<file path="src/rtl/spinn_aer_if_cmd_demux_pkg.sv">
// SpiNNaker-link packet layout shared by the AER interface command demux.
// Pure definitions, no logic and no latency.
// No flow control here; users apply their own handshakes.
package spinn_aer_if_cmd_demux_pkg;

    localparam int PKT_BITS   = 72;
    localparam int PAR_BIT    = 0;
    localparam int LONG_BIT   = 1;
    localparam int TYPE_LSB   = 6;
    localparam int TYPE_MSB   = 7;
    localparam int KEY_LSB    = 8;
    localparam int KEY_MSB    = 39;
    localparam int KEY_BITS   = KEY_MSB - KEY_LSB + 1;
    localparam int SHORT_BITS = 40;

    typedef enum logic [1:0] {
        PKT_MC  = 2'b00,
        PKT_P2P = 2'b01,
        PKT_NN  = 2'b10,
        PKT_FR  = 2'b11
    } pkt_type_e;

    typedef struct packed {
        logic par_ok;
        logic ctl;
    } pkt_class_t;

    // Odd parity over the header and key, plus the payload only for long packets.
    function automatic logic odd_parity_ok(input logic [PKT_BITS-1:0] pkt);
        logic x;
        if (pkt[LONG_BIT]) begin
            x = ^pkt;
        end else begin
            x = ^pkt[SHORT_BITS-1:0];
        end
        return x;
    endfunction

endpackage

</file>
<file path="src/rtl/spinn_aer_if_pkt_reg.sv">
// Single-slot valid/ready register with pass-through refill; can also discard its content.
// Latency: one cycle from accept to out_vld.
// Backpressure: in_rdy = !full || leaving, so a draining slot reloads in the same cycle.
module spinn_aer_if_pkt_reg #(
    parameter int W = 72
) (
    input  logic         clk,
    input  logic         rst,
    input  logic [W-1:0] in_data,
    input  logic         in_vld,
    output logic         in_rdy,
    output logic [W-1:0] out_data,
    output logic         out_vld,
    input  logic         out_rdy,
    input  logic         drop
);

    logic         full;
    logic [W-1:0] data;
    logic         leave;

    // The slot empties when its content is consumed downstream or discarded.
    assign leave    = full && (out_rdy || drop);
    assign in_rdy   = !full || leave;
    assign out_vld  = full;
    assign out_data = data;

    // Load has priority over leave so a drain-and-refill keeps the slot full.
    always_ff @(posedge clk or posedge rst) begin
        if (rst) begin
            full <= 1'b0;
            data <= '0;
        end else if (in_vld && in_rdy) begin
            full <= 1'b1;
            data <= in_data;
        end else if (leave) begin
            full <= 1'b0;
        end
    end

endmodule

</file>
<file path="src/rtl/spinn_aer_if_cmd_demux.sv">
// Ingress classifier: parity check, steer control keys to cpkt, others to opkt or drop; stats counters.
// Latency: two cycles from input acceptance to cpkt/opkt valid when the target register is free.
// Backpressure: S1 stalls while its target register is full and not draining (head-of-line blocking).
module spinn_aer_if_cmd_demux
    import spinn_aer_if_cmd_demux_pkg::*;
#(
    parameter logic [KEY_BITS-1:0] CTL_KEY  = 32'hFFFF_FE00,
    parameter logic [KEY_BITS-1:0] CTL_MASK = 32'hFFFF_FF00,
    parameter bit                  FWD_EN   = 1'b1,
    parameter int                  CNT_BITS = 16
) (
    input  logic                clk,
    input  logic                rst,
    input  logic [PKT_BITS-1:0] ipkt_data,
    input  logic                ipkt_vld,
    output logic                ipkt_rdy,
    output logic [PKT_BITS-1:0] cpkt_data,
    output logic                cpkt_vld,
    input  logic                cpkt_rdy,
    output logic [PKT_BITS-1:0] opkt_data,
    output logic                opkt_vld,
    input  logic                opkt_rdy,
    output logic [CNT_BITS-1:0] ctl_cnt,
    output logic [CNT_BITS-1:0] fwd_cnt,
    output logic [CNT_BITS-1:0] drp_cnt
);

    // Parity and control-key match; control requires good parity and a multicast type.
    function automatic pkt_class_t classify(input logic [PKT_BITS-1:0] pkt);
        pkt_class_t c;
        logic [KEY_BITS-1:0] key;
        key      = pkt[KEY_MSB:KEY_LSB];
        c.par_ok = odd_parity_ok(pkt);
        c.ctl    = c.par_ok
                && (pkt_type_e'(pkt[TYPE_MSB:TYPE_LSB]) == PKT_MC)
                && ((key & CTL_MASK) == (CTL_KEY & CTL_MASK));
        return c;
    endfunction

    logic [PKT_BITS-1:0] s1_data;
    logic                s1_vld;
    logic                s1_in_rdy;
    logic                s1_sel_rdy;
    logic                s1_drop;
    pkt_class_t          cls;

    logic                c_in_rdy;
    logic                o_in_rdy;
    logic                to_c;
    logic                to_o;

    logic [2:0]          ev;
    logic [CNT_BITS-1:0] cnt_arr [3];

    // Reset holds off the input even though the slot itself reads as empty.
    assign ipkt_rdy = s1_in_rdy && !rst;

    spinn_aer_if_pkt_reg #(.W(PKT_BITS)) u_s1 (
        .clk      (clk),
        .rst      (rst),
        .in_data  (ipkt_data),
        .in_vld   (ipkt_vld),
        .in_rdy   (s1_in_rdy),
        .out_data (s1_data),
        .out_vld  (s1_vld),
        .out_rdy  (s1_sel_rdy),
        .drop     (s1_drop)
    );

    assign cls        = classify(s1_data);
    assign s1_drop    = !cls.par_ok || (!cls.ctl && !FWD_EN);
    assign s1_sel_rdy = cls.ctl ? c_in_rdy : o_in_rdy;
    assign to_c       = s1_vld && cls.ctl;
    assign to_o       = s1_vld && cls.par_ok && !cls.ctl && FWD_EN;

    spinn_aer_if_pkt_reg #(.W(PKT_BITS)) u_c (
        .clk      (clk),
        .rst      (rst),
        .in_data  (s1_data),
        .in_vld   (to_c),
        .in_rdy   (c_in_rdy),
        .out_data (cpkt_data),
        .out_vld  (cpkt_vld),
        .out_rdy  (cpkt_rdy),
        .drop     (1'b0)
    );

    spinn_aer_if_pkt_reg #(.W(PKT_BITS)) u_o (
        .clk      (clk),
        .rst      (rst),
        .in_data  (s1_data),
        .in_vld   (to_o),
        .in_rdy   (o_in_rdy),
        .out_data (opkt_data),
        .out_vld  (opkt_vld),
        .out_rdy  (opkt_rdy),
        .drop     (1'b0)
    );

    // Counting events are the S1 routing decisions, not the downstream handshakes.
    assign ev[0] = to_c && c_in_rdy;
    assign ev[1] = to_o && o_in_rdy;
    assign ev[2] = s1_vld && s1_drop;

    for (genvar i = 0; i < 3; i++) begin : g_cnt
        logic [CNT_BITS-1:0] cnt_q;

        // Saturating event counter.
        always_ff @(posedge clk or posedge rst) begin
            if (rst) begin
                cnt_q <= '0;
            end else if (ev[i] && (cnt_q != {CNT_BITS{1'b1}})) begin
                cnt_q <= cnt_q + 1'b1;
            end
        end

        assign cnt_arr[i] = cnt_q;
    end

    assign ctl_cnt = cnt_arr[0];
    assign fwd_cnt = cnt_arr[1];
    assign drp_cnt = cnt_arr[2];

endmodule

</file>
<file path="config.mk">
export PLATFORM = sky130hd
export DESIGN_NAME = spinn_aer_if_cmd_demux
export DESIGN_NICKNAME = d
export VERILOG_FILES = /design/src/rtl/spinn_aer_if_cmd_demux_pkg.sv /design/src/rtl/spinn_aer_if_pkt_reg.sv /design/src/rtl/spinn_aer_if_cmd_demux.sv
export SDC_FILE = /design/constraint.sdc
export NUM_CORES = 1
export LEC_CHECK = 0
export BUFFER_PORTS_ARGS = -buffer_cell sky130_fd_sc_hd__buf_4
export CAP_MARGIN = 20
export CELL_PAD_IN_SITES_DETAIL_PLACEMENT = 0
export CELL_PAD_IN_SITES_GLOBAL_PLACEMENT = 1
export CORE_ASPECT_RATIO = 0.75
export CORE_MARGIN = 3
export CORE_UTILIZATION = 40
export CTS_BUF_LIST = sky130_fd_sc_hd__clkbuf_8
export DETAILED_ROUTE_END_ITERATION = 12
export HOLD_SLACK_MARGIN = 0.06
export PLACE_DENSITY = 0.85
export REMOVE_ABC_BUFFERS = 1
export SLEW_MARGIN = 10
export SYNTH_ARGS = -nofsm -noshare
export SYNTH_HDL_FRONTEND = slang
export SYNTH_SLANG_ARGS = --single-unit
</file>
<file path="constraint.sdc">
create_clock -name clk -period 8.2 [get_ports clk]
set_input_delay 0 -clock clk [delete_from_list [all_inputs] [get_ports clk]]
set_output_delay 0 -clock clk [all_outputs]
set_load 0.02 [all_outputs]
</file>
---- After elaboration in Yosys (flattened, before gate mapping) ----
Cells that the tools add are included.
storage, ports and cells
  bits of input ports ..................... 77
  flip-flop bits (word level) ............. 267
  output and inout port bits .............. 195
operators by class
  reductions and logical operators ........ 32
  muxes and demuxes ....................... 8
  eq/ne operators ......................... 4
  add/subtract/negate cells ............... 3
operator list
  operator                                        count
  parity 72 bit                                   1
  adder 16 x 1 -> 16 bit (second input constant)  3
  != test 16 bit (second input constant)          3
  parity 40 bit                                   1
  equality test 24 bit (second input constant)    1
  logical AND 1 bit                               16
  two-way mux 1 bit                               8
  logical NOT 1 bit                               6
  nonzero test 2 bit                              3
  logical OR 1 bit                                4
  logical NOT 2 bit                               1

---- Depth between registers and ports, before layout ----
Gate-level depths: netlist of the first run.
  depth after elaboration ................. 10
  mapped depth ............................ 13
  depth with buffers taken out ............ 11

---- Modules after synthesis ----
A second synthesis of the first run with hierarchy kept.
second synthesis, totals
  cell total of the unflattened synthesis .. 1541
  area, all modules ....................... 15748.9 µm²
modules (own cells, without submodules)
  module                  times used  seq. area each (µm²)  cells an instance  area each (µm²)
  spinn_aer_if_pkt_reg    3           1826.8                413                4230.3
  spinn_aer_if_cmd_demux  1           1201.2                302                3057.9

---- Worst setup path after synthesis of the first run ----
No wires, ideal clock.
  path kind ............................... register -> register
  start ................................... reg u_s1.data[22], in the netlist u_s1.out_data[22]
  end ..................................... reg g_cnt[1].cnt_q[1], in the netlist fwd_cnt[1]
  arrival ................................. 2855 ps
  path buffers ............................ 2
  setup time .............................. 125 ps
  cell stages (with the launch flop) ...... 13
  path slack .............................. 5221 ps
  cell sequence ........................... dfrtp_1 -> ha_1 -> xor2_1 -> xnor2_1 -> xnor2_1 -> xnor2_1 -> xnor2_2 -> or3_1 -> mux2_2 -> buf_2 -> buf_6 -> nor2_1 -> mux2_2
on the way
  cells in the longest elaborated chain, start to end .. 8
ends and longest elaborated chain
  what                                                   RTL line                                                            text
  from (decl)                                            spinn_aer_if_pkt_reg.sv:19                                          logic [W-1:0] data;
  from (signal assigned)                                 spinn_aer_if_pkt_reg.sv:35                                          data <= in_data;
  parity 72 bit / parity 40 bit (equally long branches)  spinn_aer_if_cmd_demux_pkg.sv:32, spinn_aer_if_cmd_demux_pkg.sv:34
  two-way mux 1 bit                                      spinn_aer_if_cmd_demux_pkg.sv:31                                    if (pkt[LONG_BIT]) begin
  logical AND 1 bit                                      spinn_aer_if_cmd_demux.sv:35                                        && (pkt_type_e'(pkt[TYPE_MSB:TYPE_LSB]) == PKT_MC)
  logical AND 1 bit                                      spinn_aer_if_cmd_demux.sv:36                                        && ((key & CTL_MASK) == (CTL_KEY & CTL_MASK));
  logical NOT 1 bit                                      spinn_aer_if_cmd_demux.sv:74                                        assign to_o = s1_vld && cls.par_ok && !cls.ctl && FWD_EN;
  logical AND 1 bit *                                    spinn_aer_if_cmd_demux.sv:74
  logical AND 1 bit *                                    spinn_aer_if_cmd_demux.sv:102                                       assign ev[1] = to_o && o_in_rdy;
  logical AND 1 bit *                                    spinn_aer_if_cmd_demux.sv:112                                       end else if (ev[i] && (cnt_q != {CNT_BITS{1'b1}})) begin
  to (signal assigned)                                   spinn_aer_if_cmd_demux.sv:113                                       cnt_q <= cnt_q + 1'b1;
  to (decl)                                              spinn_aer_if_cmd_demux.sv:106                                       logic [CNT_BITS-1:0] cnt_q;
Mark *: on every way between the ends. The rest lies on a longest branch, timed or not.
A chain may end at the register's enable or synchronous reset.

---- Final worst setup path of the first run ----
  start ................................... reg u_s1.data[64], in the netlist u_s1.out_data[64]
  end ..................................... reg u_s1.data[26], in the netlist u_s1.out_data[26]
on the way
  cells in the longest elaborated chain, start to end .. 9
ends and longest elaborated chain
  what                 RTL line                          text
  parity 72 bit *      spinn_aer_if_cmd_demux_pkg.sv:32  x = ^pkt;
  two-way mux 1 bit *  spinn_aer_if_cmd_demux_pkg.sv:31
  logical AND 1 bit    spinn_aer_if_cmd_demux.sv:35
  logical AND 1 bit    spinn_aer_if_cmd_demux.sv:36
  two-way mux 1 bit    spinn_aer_if_cmd_demux.sv:72      assign s1_sel_rdy = cls.ctl ? c_in_rdy : o_in_rdy;
  logical OR 1 bit *   spinn_aer_if_pkt_reg.sv:23        assign leave = full && (out_rdy || drop);
  logical AND 1 bit *  spinn_aer_if_pkt_reg.sv:23
  logical OR 1 bit *   spinn_aer_if_pkt_reg.sv:24        assign in_rdy = !full || leave;
  logical AND 1 bit *  spinn_aer_if_pkt_reg.sv:33        end else if (in_vld && in_rdy) begin
Marked as above.

==> results.txt, run 1 <==
Multi-input gate area -> 4310 um2
Total CTS buffers -> 42
Min-delay worst type -> in2async
Setup CP Type -> reg2reg
Global placer's final weighted congestion -> 0.778
I/O pins -> 272
Utilization after layout -> 56.2%
Post-Syn Area -> 11100 um2
Nets -> 1241
Max clock buf depth -> 3
CTS clk-pin slew, worst paths -> 0.07 ns
Setup clock skew after layout -> 0.0103 ns
Reg2reg start -> u_s1.out_data[64]$_DFFE_PP0P_
Routed vias/inst -> 4.86
WL per Instance -> 17.9 um
Critical path endpoint category -> flip-flop
PortBufs -> 271
Synth Register Bits -> 267
# fillers -> 2224
Gate Count Post-Synth -> 776
Via count -> 7443
Post-synth EDFFs -> 0
Drt drc -> 0
Syn Area/Cell -> 14.3 um2
Final Critical Period -> 4.01 ns
Fin Setup TNS -> 0 ns
First drt pass iteration count -> 4
Post-CTS sizing -> 0
Final Routed Wirelength -> 27500 um
CTS root buf -> clkbuf_8
Die width -> 199 um
Worst setup path startpoint -> u_s1.out_data[64]$_DFFE_PP0P_
Starting DRT DRC Count -> 324
Global route overflow -> 0
Most frequent cells in the layout -> 280 x buf_4, 267 x dfrtp_1, 208 x mux2_2
Register Area -> 6680 um2
Antenna violations before repair -> 0
Max-Cap Viols -> 0
Final slew viol count -> 0
Gr usage total -> 18.3%
Post-synth cell types -> 32
Yosys warning total -> 0
Layout cells sized above 1 -> 47.7%
Largest net degree at the start of global routing -> 115
Htree depth -> 2
Fraction of the yosys area taken by sequential cells -> 60.1%
Status -> complete, no violations
Initial Util -> 40.9%
Ys async rst share -> 100%
RSZ-0062 raised after global routing -> false
CP arrival -> 4.43 ns
Clk sinks -> 267
Ant. Diodes -> 0
Row count -> 52
Slew @ Worst Pin -> 0.999 ns
Chip height -> 150 um
Area growth syn-to-layout -> 37.5%
Slew margin rel. -> 33.4%
Worst-Skew Late Latency -> 0.54 ns
Peak Freq -> 0.249 GHz
CP required -> 8.62 ns
Placed wire-length estimate -> 18600 um
Crit start category -> flip-flop
Top_reg_cell synth -> dfrtp_1
CTS tree -> built
Worst-path maximum fanout -> 39
# Post-CTS Setup Buffers -> 0
Final period utilization -> 48.9%
Routed Antenna Nets -> 0
Final Hold Violating Endpoints -> 0
Core area -> 27200 um2
DIE AREA -> 29800 um2
Final setup violation count -> 0
Commonest non-fill, non-tap cell in the layout -> buf_4
Vias in the first global route -> 7900
First-pass GRT wire length -> 43400 um
==> worst paths after layout <==
| path | to | slack (ns) | cells past startpoint |
|---|---|---|---|
| max | u_s1.out_data[26]$_DFFE_PP0P_ | 4.19 | 12 |
| min | u_c.out_data[32]$_DFFE_PP0P_ | 0.18 | 3 |
| max reg2reg | u_s1.out_data[26]$_DFFE_PP0P_ | 4.19 | 12 |
| min reg2reg | fwd_cnt[8]$_DFFE_PP0P_ | 0.48 | 1 |
| max in group asynchronous | u_s1.out_data[55]$_DFFE_PP0P_ | 6.49 | 4 |
| min in group clk | u_s1.out_data[46]$_DFFE_PP0P_ | 0.23 | 3 |
==> worst max-delay path: stages, from the launching register on <==
cell and delay, ns:
dfrtp_1 0.42, xor2_1 0.18, xnor2_1 0.33, xnor2_1 0.15, xnor2_1 0.27, xnor2_1 0.19, nand2_1 0.28, xnor2_1 0.22
buf_4 0.20, o21ai_4 0.46, buf_16 0.24, buf_4 0.49, mux2_2 0.40
==> layout make-up <==
class	count	area share (%)
Multi-Input combinational cell	474	28.2
Clock buffer	58	5.22
Clock inverter	19	0.884
Sequential cell	267	43.7
Timing Repair Buffer	357	18.9
Tap cell	351	2.87
Inverter	6	0.196
==> flip-flops by register name (all words and copies together), names as in the netlist <==
name	count
u_c.out_data	72
u_o.out_data	72
u_s1.out_data	72
ctl_cnt	16
drp_cnt	16
fwd_cnt	16
u_c.out_vld	1
u_o.out_vld	1
u_s1.out_vld	1
==> metrics by stage <==
step	setup WS (ns)	instance area, um2	hold slack, ns	instances
final	4.19	15300	0.177	1532
after global routing	3.91	15300	0.195	1532
after CTS	4.10	15300	0.170	1532
after detailed placement	4.11	13600	0.218	1379
after global placement	3.79	13600	0.215	1378
after floorplan	0.846	11000	0.0798	747
==> synth_stat cells (4+ instances only) <==
cell,instances,area share [%]
clkbuf_1,9,0.30
inv_1,6,0.20
xor2_1,37,2.9
nand2_1,27,0.91
nor3b_1,4,0.27
nor3_1,13,0.59
nand3_1,17,0.77
ha_1,16,1.8
and3_1,10,0.56
nor4_1,9,0.51
mux2_1,6,0.61
dfrtp_1,267,60
buf_1,6,0.20
buf_2,13,0.59
o21ai_0,9,0.41
nor2_1,14,0.47
mux2_2,209,21
xnor2_1,65,5.1
nand4_1,20,1.1
==> routing by layer <==
metal	wire [um]	up-vias	global-route usage, %
met5	0	-	0
met3	2140	45	6.24
li1	-	3475	-
met2	12100	238	27.6
met4	495	0	4.95
met1	12700	3685	25.3
==> cells by family after synthesis <==
| logic type | count (synthesis) | share of synthesized area, % |
|---|---|---|
| AO/OA/AOI/OAI | 11 | 0.506 |
| XOR/XNOR | 103 | 8.18 |
| adder cells (fa/ha/maj) | 16 | 1.80 |
| buffers and inverters | 35 | 1.40 |
| flip-flops | 267 | 60.1 |
| multiplexers | 217 | 22.0 |
| AND/OR/NAND/NOR | 127 | 6.06 |
==> repair_timing <==
| item | in CTS | in global routing |
|---|---|---|
| setup endpoints to repair | 0 | 0 |
| hold buffers | 76 | 0 |
| endpoints found under the hold margin | 187 | 0 |
Power of run 1 is not shown: default switching activity piles up to over one toggle a cycle in this logic, so the estimate is an artifact.
==> run 2, diff against run 1 <==
Settings changed: ABC_AREA from default to 1, CORE_UTILIZATION 40 to 37, PLACE_DENSITY 0.85 to 0.88.
Clock period 8.2 ns to 3.24 ns, I/O delays scaled along.
==> run 2 against run 1 <==
Net effect:
- highest routed layer unchanged
- critical path depth is 11 higher
- largest cell class unchanged
- area after synthesis is 11% higher
- die area is 19% higher
==> results.txt, run 2 <==
Drt drc -> 0 (unchanged)
First drt pass iteration count -> 6 (+2)
Final slew viol count -> 0 (unchanged)
Final Routed Wirelength -> 37100 um (+35%)
Starting DRT DRC Count -> 828 (+160%)
WL per Instance -> 16.0 um (-11%)
CTS clk-pin slew, worst paths -> 0.06 ns (about the same)
Routed Antenna Nets -> 0 (unchanged)
P_leak -> 8.97 nW
CP required -> 3.68 ns (-4.94 ns)
Worst-path maximum fanout -> 20 (-49%)
Total CTS buffers -> 45 (+7.1%)
Largest net degree at the start of global routing -> 104 (-9.6%)
GR peak layer -> met2
Routed vias/inst -> 4.78 (-1.7%)
Area growth syn-to-layout -> 36.3%
CTS tree -> built
Gr usage total -> 20.6% (+2.3 points)
Global placer's final weighted congestion -> 0.864 (+11%)
WHS -> 0.114 ns (-0.0632 ns)
Via count -> 11100 (+49%)
Slew @ Worst Pin -> 1.03 ns (+0.0353 ns)
Reg-to-reg endpoint -> u_o.out_data[50]$_DFFE_PP0P_
Synth Register Bits -> 267 (unchanged)
Commonest non-fill, non-tap cell in the layout -> nand2_1
Setup WS pre-CTS -> 0.0414 ns (-4.07 ns)
Vias in the first global route -> 10900 (+38%)
Reg2reg start -> u_s1.out_data[29]$_DFFE_PP0P_
Final worst slack -> 0.213 ns (-3.97 ns)
Peak Freq -> 0.330 GHz (+33%)
Crit start category -> flip-flop
Fraction of the yosys area taken by sequential cells -> 54.1% (-6.0 points)
Most frequent cells in the layout -> 695 x nand2_1, 290 x buf_4, 260 x dfrtp_1
Global route overflow -> 0 (unchanged)
Post-Syn Area -> 12300 um2 (+11%)
Core area -> 32700 um2 (+20%)
Clk sinks -> 267 (unchanged)
Met3 usage -> 4.64% (-1.6 points)
First-pass GRT wire length -> 58700 um (+35%)
Syn Area/Cell -> 8.31 um2 (-42%)
Die width -> 217 um (+9.3%)
Global-route track usage on met2 -> 32.9% (+5.3 points)
Chip height -> 164 um (+9.2%)
Slew margin rel. -> 30.4% (-3.0 points)
Placed wire-length estimate -> 25200 um (+36%)
Critical path endpoint category -> flip-flop
Worst setup path startpoint -> u_s1.out_data[29]$_DFFE_PP0P_
Layout cells sized above 1 -> 22.6% (-25 points)
Final setup violation count -> 0 (unchanged)
DIE AREA -> 35600 um2 (+19%)
Htree depth -> 2 (unchanged)
Yosys top cell area share -> 54.1% (-6.0 points)
I/O pins -> 272 (unchanged)
PortBufs -> 271 (unchanged)
Count leader, synth -> nand2_1
Final Critical Period -> 3.03 ns (-0.987 ns)
Setup CP Type -> reg2reg
Status -> complete, no violations
Initial Util -> 37.8% (-3.1 points)
Worst-case reg-to-reg path depth -> 23 (+11)
Post-synth EDFFs -> 0 (unchanged)
Multi-input gate area -> 5140 um2 (+19%)
Top post-synthesis cells by area -> dfrtp_1 54%, nand2_1 21%, nand3_1 4.7%, xor2_1 3.2%, inv_1 2.8%
Worst setup path endpoint -> u_o.out_data[50]$_DFFE_PP0P_
Final Cell Area -> 16800 um2 (+10%)
Register Area -> 6690 um2 (+0.13%)
Most instantiated cells after synthesis -> 698 x nand2_1, 267 x dfrtp_1, 117 x nand3_1
CTS root buf -> clkbuf_8
Worst-Skew Late Latency -> 0.57 ns (+0.03 ns)
Flop-to-flop setup slack -> 0.21 ns (-3.97 ns)
Final Hold Violating Endpoints -> 0 (unchanged)
Min-delay worst type -> in2async
Nets -> 1942 (+56%)
Post-synth cell types -> 32 (unchanged)
Row count -> 57 (+9.6%)
Power Dens Cells -> 1000 nW/um2
Antenna violations before repair -> 2 (+2)
Utilization after layout -> 51.5% (-4.7 points)
Post-DP Area -> 14800 um2 (+9.1%)
Gate Count Post-Synth -> 1485 (+91%)
Grt met1 use -> 28.4% (+3.1 points)
Synth area leader -> dfrtp_1
Yosys warning total -> 0 (unchanged)
CP arrival -> 3.47 ns (-0.96 ns)
Maximum VDD drop -> 0.695 mV
Max clock buf depth -> 3 (unchanged)
Max-Cap Viols -> 0 (unchanged)
Top_reg_cell synth -> dfrtp_1
Final period utilization -> 93.4% (+44 points)
Ys async rst share -> 100% (unchanged)
# fillers -> 3117 (+40%)
Final Total Pwr -> 0.0169 W
Setup clock skew after layout -> 0.0158 ns (+0.00544 ns)
## run 2: cell count changes in the layout (fill, tap and decap cells not counted), sizes merged, moves of 3 or more
cell    change
buf        +18
o21ai      +51
nand2     +677
inv        +86
xnor2      -34
nand2b      -3
nor3b       -4
mux2      -215
nand3     +104
and3       -10
xor2        +8
nor2       +22
nand4       +4
## run 2: cell type report
class / instances / share of cell area, %
antenna: 2 / 0.0297
clock buffer: 60 / 4.91
clock inverter: 20 / 1.01
inverter: 95 / 2.17
multi-input combinational: 1065 / 30.5
sequential: 267 / 39.7
tap: 442 / 3.29
timing repair buffer: 375 / 18.3
## run 2: repair_timing
| item | 4_1_cts | 5_1_grt |
|---|---|---|
| setup endpoints to repair | 5 | 136 |
| hold endpoints to repair | 177 | 0 |
| pin swaps | 3 | 2 |
| hold buffers | 76 | 0 |
| resized for setup | 13 | 26 |
| setup buffers | 4 | 2 |
## run 2: cell families after synthesis
| logic type | Yosys count | share of synthesized area, % |
|---|---|---|
| xor gates and xnor gates | 77 | 5.46 |
| AOI/OAI and AO/OA | 64 | 2.79 |
| adders and majority gates | 16 | 1.62 |
| DFF | 267 | 54.1 |
| buffers and inverters | 153 | 5.83 |
| and+or+nand+nor | 908 | 30.2 |
## run 2: routing by layer
metal  share of wire, %  up-vias
met5                  0        -
met1                 45     5307
met3                7.2       51
li1                   -     5399
met2                 46      357
met4                1.8        0
## run 2: stage by stage
step / instances / setup TNS, ns
2_1_floorplan: 1427 / -1186.79
3_3_place_gp: 2162 / 0
3_5_place_dp: 2162 / 0
4_1_cts: 2322 / 0
5_1_grt: 2326 / -0.519
6_report: 2326 / 0
## run 2: critical path, cell delays in order (launching register included)
cell and delay, ns:
dfrtp_2 0.45, ha_4 0.30, nor2_1 0.05, nor2_2 0.13, nand2_1 0.06, nand2_1 0.08, nand2_1 0.08, nand2_1 0.09
nand2_2 0.07, nand2_2 0.08, nand2_2 0.06, nand2_2 0.09, nand2_1 0.07, nand2_2 0.09, inv_2 0.04, nand2_2 0.06
nand3_4 0.11, nand3_2 0.09, inv_2 0.07, nand2_4 0.11, clkinv_2 0.24, buf_4 0.30, nand2_1 0.10, nand2_1 0.06
## run 2: power by group
group / total (W) / switching (W) / internal [W]
logic: 0.00849 / 0.00549 / 0.00300
registers: 0.00507 / 0.000814 / 0.00425
clock network: 0.00332 / 0.00142 / 0.00189
## run 2: worst min path at each step
stage	to	slack, ns	depth (start not counted)
6_report	u_s1.out_data[30]$_DFFE_PP0P_	0.11	3
5_1_grt	u_o.out_vld$_DFFE_PP0P_	0.16	3
4_1_cts	u_s1.out_data[47]$_DFFE_PP0P_	0.16	4
3_5_place_dp	u_o.out_vld$_DFFE_PP0P_	0.21	2
3_3_place_gp	u_o.out_vld$_DFFE_PP0P_	0.19	2
2_1_floorplan	ipkt_rdy	0.08	1
(Power assumes the default switching activity.)
